==> src/rtl/adder_pkg.sv <==
// Shared definitions for the bit-serial adder: FSM encoding and default width.
package adder_pkg;

   localparam int DEF_WIDTH = 8;

   typedef enum logic [1:0] {
      IDLE = 2'd0,
      RUN  = 2'd1,
      DONE = 2'd2
   } state_t;

endpackage

==> src/rtl/full_adder_df.sv <==
// One-bit dataflow full adder; the only arithmetic element in the serial datapath.
module full_adder_df (
   input  logic x,
   input  logic y,
   input  logic ci,
   output logic s,
   output logic co
);

   assign s  = x ^ y ^ ci;
   assign co = (x & y) | (ci & (x ^ y));

endmodule

==> src/rtl/serial_adder.sv <==
// Bit-serial adder: a+b+cin computed LSB first through a single full-adder slice,
// one bit per RUN cycle, result registered on entry to DONE.
module serial_adder
   import adder_pkg::*;
#(
   parameter int WIDTH = DEF_WIDTH
) (
   input  logic             clk,
   input  logic             rst_n,
   input  logic             start,
   input  logic [WIDTH-1:0] a,
   input  logic [WIDTH-1:0] b,
   input  logic             cin,
   output logic             busy,
   output logic             done,
   output logic [WIDTH-1:0] sum,
   output logic             cout
);

   localparam int            CW   = $clog2(WIDTH + 1);
   localparam logic [CW-1:0] LAST = CW'(WIDTH - 1);

   state_t           state, state_nxt;
   logic [WIDTH-1:0] a_sh, b_sh, p_sh;
   logic             carry;
   logic [CW-1:0]    cnt;
   logic             fa_s, fa_co;
   logic             last_bit;

   full_adder_df u_fa (
      .x  (a_sh[0]),
      .y  (b_sh[0]),
      .ci (carry),
      .s  (fa_s),
      .co (fa_co)
   );

   assign last_bit = (state == RUN) && (cnt == LAST);

   always_ff @(posedge clk or negedge rst_n) begin
      if (!rst_n) state <= IDLE;
      else        state <= state_nxt;
   end

   always_comb begin
      state_nxt = state;
      unique case (state)
         IDLE:    if (start) state_nxt = RUN;
         RUN:     if (last_bit) state_nxt = DONE;
         DONE:    state_nxt = IDLE;
         default: state_nxt = IDLE;
      endcase
   end

   always_comb begin
      busy = (state == RUN);
      done = (state == DONE);
   end

   // The final slice output is folded straight into sum so the result lands on the DONE edge.
   always_ff @(posedge clk or negedge rst_n) begin
      if (!rst_n) begin
         a_sh  <= '0;
         b_sh  <= '0;
         p_sh  <= '0;
         carry <= 1'b0;
         cnt   <= '0;
         sum   <= '0;
         cout  <= 1'b0;
      end else begin
         case (state)
            IDLE: begin
               if (start) begin
                  a_sh  <= a;
                  b_sh  <= b;
                  carry <= cin;
                  cnt   <= '0;
               end
            end
            RUN: begin
               a_sh  <= a_sh >> 1;
               b_sh  <= b_sh >> 1;
               p_sh  <= {fa_s, p_sh[WIDTH-1:1]};
               carry <= fa_co;
               cnt   <= cnt + 1'b1;
               if (last_bit) begin
                  sum  <= {fa_s, p_sh[WIDTH-1:1]};
                  cout <= fa_co;
               end
            end
            default: ;
         endcase
      end
   end

endmodule
==> config.mk <==
export PLATFORM = sky130hd
export DESIGN_NAME = serial_adder
export DESIGN_NICKNAME = d
export VERILOG_FILES = /design/src/rtl/adder_pkg.sv /design/src/rtl/full_adder_df.sv /design/src/rtl/serial_adder.sv
export SDC_FILE = /design/constraint.sdc
export NUM_CORES = 1
export LEC_CHECK = 0
export ABC_CLOCK_PERIOD_IN_PS = 2050
export CORE_UTILIZATION = 51
export CTS_CLUSTER_DIAMETER = 200
export DETAILED_ROUTE_END_ITERATION = 7
export PLACE_DENSITY = 0.78
export SETUP_SLACK_MARGIN = 0.4
export SLEW_MARGIN = 20
export SYNTH_ARGS = -nofsm -noshare
export SYNTH_HDL_FRONTEND = slang
export SYNTH_SLANG_ARGS = --single-unit
==> constraint.sdc <==
create_clock -name clk -period 2.05 [get_ports clk]
set_input_delay 0.41 -clock clk [delete_from_list [all_inputs] [get_ports clk]]
set_output_delay 0.41 -clock clk [all_outputs]
set_load 0.01 [all_outputs]
==> out/qor.csv <==
metric,value,unit
h-tree-depth,2,
synth_seq_cells,39,
syn_avg_cell_area,10.7,sq um
wl_per_cell,13.7,um
hold_viol_final,0,
cp_num_buf_inv,2,
die-height,59.1,um
min-delay-start,p_sh[1],
r2r-start,state[1],
cp-end-kind,output port,
die_area,3500,sq um
n_fill_cell,259,
utilization,70.3,%
holdPathStages,2,
wl,3350,um
hp-class,reg2reg,
final_antenna_net_count,0,
r2r-end,sum[4],
period_needed,1.57,ns
slowest_stage,dfrtp_1,
powerDensity,1410,nW/um^2
rows,20,
first_iter_violations,73,
drive_gt1_share,19.5,%
required,1.64,ns
globalplace.congestion,0.744,
io_pins,31,
grt_pass1_wl,5670,um
critPathArrivalTime,1.16,ns
hold_path_end,p_sh[1],
peakVddDrop,752,uV
cts_buffers,5,
finalSetupViolCount,0,
cp_slowest_stage_delay,0.45,ns
start_util,54.1,%
critical_path.top_delay_family,flip-flops,
clkSlewWorstSetupHoldPaths,0.12,ns
hpwlAfterDp,2410,um
clock_skew,0.00319,ns
fin_setup_tns,0,ns
root_buffer,clkbuf_4,
rr_worst_depth,5,
vias,1270,
gr-total-overflow,0,
tightest_slew,0.369,ns
grt_max_degree,26,
coreArea,3080,sq um
maxCapViolations,0,
cts.sink_count,39,
grt_pass1_vias,1205,
grt_usage,22.4,%
num_antenna_cells,0,
start_kind,flop,
vias_per_cell,5.20,
drc,0,
port_buffers,30,
r2r_slack,0.50,ns
cts.path.max_buffers,2,
max_freq,0.638,GHz
crit_path_max_fanout,3,
status,"finished, final reports clean",
seq_area_frac_synth,58.6,%
synth_warnings,0,
crit_chain,"buf_4, nor2_1, buf_2",
slew_headroom,75.4,%
p_leak,1.04,nW
critical_path_class,reg2out,
cts_tree,done,
slew_viol_final,0,
clk_latency,0.34,ns
synth_cells,155,
syn2layout_area_growth,30.0,%
synth_cell_types,24,
syn_nets,177,
nNetsFinal,221,
synth_area,1670,sq um
die_w,59.1,um
dr.pass1.iters,4,
antenna_found_initial,0,
rsz0062_at_grt,false,
fin_crit_sh,76.4,%
layer usage:
metal  routed length (um)  global-route usage (%)  vias to the layer above
met5                    0                       0                        -
li1                     -                       -                      624
met3                  119                    6.55                        4
met2                 1610                    34.4                       30
met1                 1580                    30.8                      612
met4                   32                    7.14                        0
cell usage after synthesis:
cell type  count  share of area (%)
nand2_1       40                9.0
dfrtp_1       39                 59
o21ai_0       17                5.1
a22oi_1       12                5.4
mux2_2        10                6.8
a21oi_1        4                1.2
buf_2          4                1.2
clkbuf_1       4               0.90
and3b_1        3                1.6
nand3_1        3               0.90
nor2_1         3               0.68
nor2b_1        3                1.1
a22o_1         2                1.1
a31oi_1        1               0.38
a32o_1         1               0.60
buf_4          1               0.45
clkinv_1       1               0.23
fa_1           1                1.2
ha_1           1               0.75
inv_1          1               0.23
nand2b_4       1               0.83
nor3_4         1               0.98
o21bai_1       1               0.45
or3_1          1               0.38
flip-flops by register name, summed over array words and instances (netlist names):
signal / count
cout: 1
state: 2
cnt: 4
carry: 1
sum: 8
b_sh: 8
a_sh: 8
p_sh: 7
cell usage in the layout, fill, tap and decap left out:
cell | netlist | final
a32o_1 | 1 | 1
a22oi_1 | 12 | 12
nor3_4 | 1 | 1
dlygate4sd3_1 | 0 | 1
nor2_1 | 3 | 3
o21bai_1 | 1 | 1
o21ai_0 | 17 | 17
dlygate4sd2_1 | 0 | 8
buf_2 | 4 | 2
ha_1 | 1 | 1
inv_2 | 0 | 1
nand3_1 | 3 | 3
a31oi_1 | 1 | 1
clkbuf_2 | 0 | 1
buf_4 | 1 | 15
mux2_2 | 10 | 10
dlymetal6s2s_1 | 0 | 1
a21oi_1 | 4 | 4
and3b_1 | 3 | 3
nor2b_1 | 3 | 3
nand2_1 | 40 | 40
clkinv_2 | 0 | 1
a22o_1 | 2 | 2
clkbuf_8 | 0 | 1
clkbuf_4 | 0 | 5
bufinv_16 | 0 | 1
fa_1 | 1 | 1
dfrtp_1 | 39 | 39
clkinv_1 | 1 | 1
clkdlybuf4s50_1 | 0 | 18
or3_1 | 1 | 1
nand2b_4 | 1 | 1
cell families after synthesis:
group | count (synthesis) | synth area share (%)
simple gates | 55 | 15.5
flops | 39 | 58.6
compound gates | 38 | 14.2
buf+inv | 11 | 3.00
mux | 10 | 6.76
fa+ha+maj | 2 | 1.95
worst max-delay path by stage:
stage                     startpoint  endpoint  slack, ns  cells after the start
after global routing        state[0]      done       0.42                      3
after floorplan               cnt[0]      cout       0.63                      4
final                       state[0]      done       0.48                      3
after global placement         start   a_sh[4]       0.40                      5
after CTS                     sum[1]    sum[1]       0.40                      1
after detailed placement       start   a_sh[2]       0.30                      5
metrics by stage:
stage          hold WS [ns]  instances  power [mW]  cell area, sq um  setup slack (ns)
3_3_place_gp          0.339        230        2.48              2050             0.396
5_1_grt               0.517        244        3.28              2160             0.424
6_report              0.490        244        3.05              2160             0.484
2_1_floorplan         0.114        155        2.06              1670             0.632
3_5_place_dp          0.346        230        2.56              2050             0.303
4_1_cts               0.495        243        3.08              2160             0.402
where the power goes:
part / internal [mW] / switching (mW)
clock: 0.288 / 0.254
sequential: 1.09 / 0.210
combinational: 0.597 / 0.616
worst register-to-register path, stage by stage (launching register included):
cell and delay [ns]:
dfrtp_1 0.40, nand2b_4 0.15, buf_4 0.17, nor3_4 0.15, buf_4 0.20, mux2_2 0.36
final cells by class:
class                           instances  area (sq um)  share of cell area [%]
Sequential cell                        39           976                    45.1
Timing Repair Buffer                   46           400                    18.5
Multi-Input combinational cell        105           639                    29.5
Clock inverter                          2          35.0                    1.62
Tap cell                               44          55.1                    2.54
Inverter                                2          7.51                   0.347
Clock buffer                            6          51.3                    2.37
repair_timing:
action                                  in CTS  in global routing
buffers inserted                             4                  1
pin swaps                                    0                  0
hold buffers                                 1                  0
endpoints found under the setup margin      10                  3
gates resized for setup                     13                  4
hold endpoints to repair                    15                  0
No activity file was read; power rests on OpenSTA's default activity.
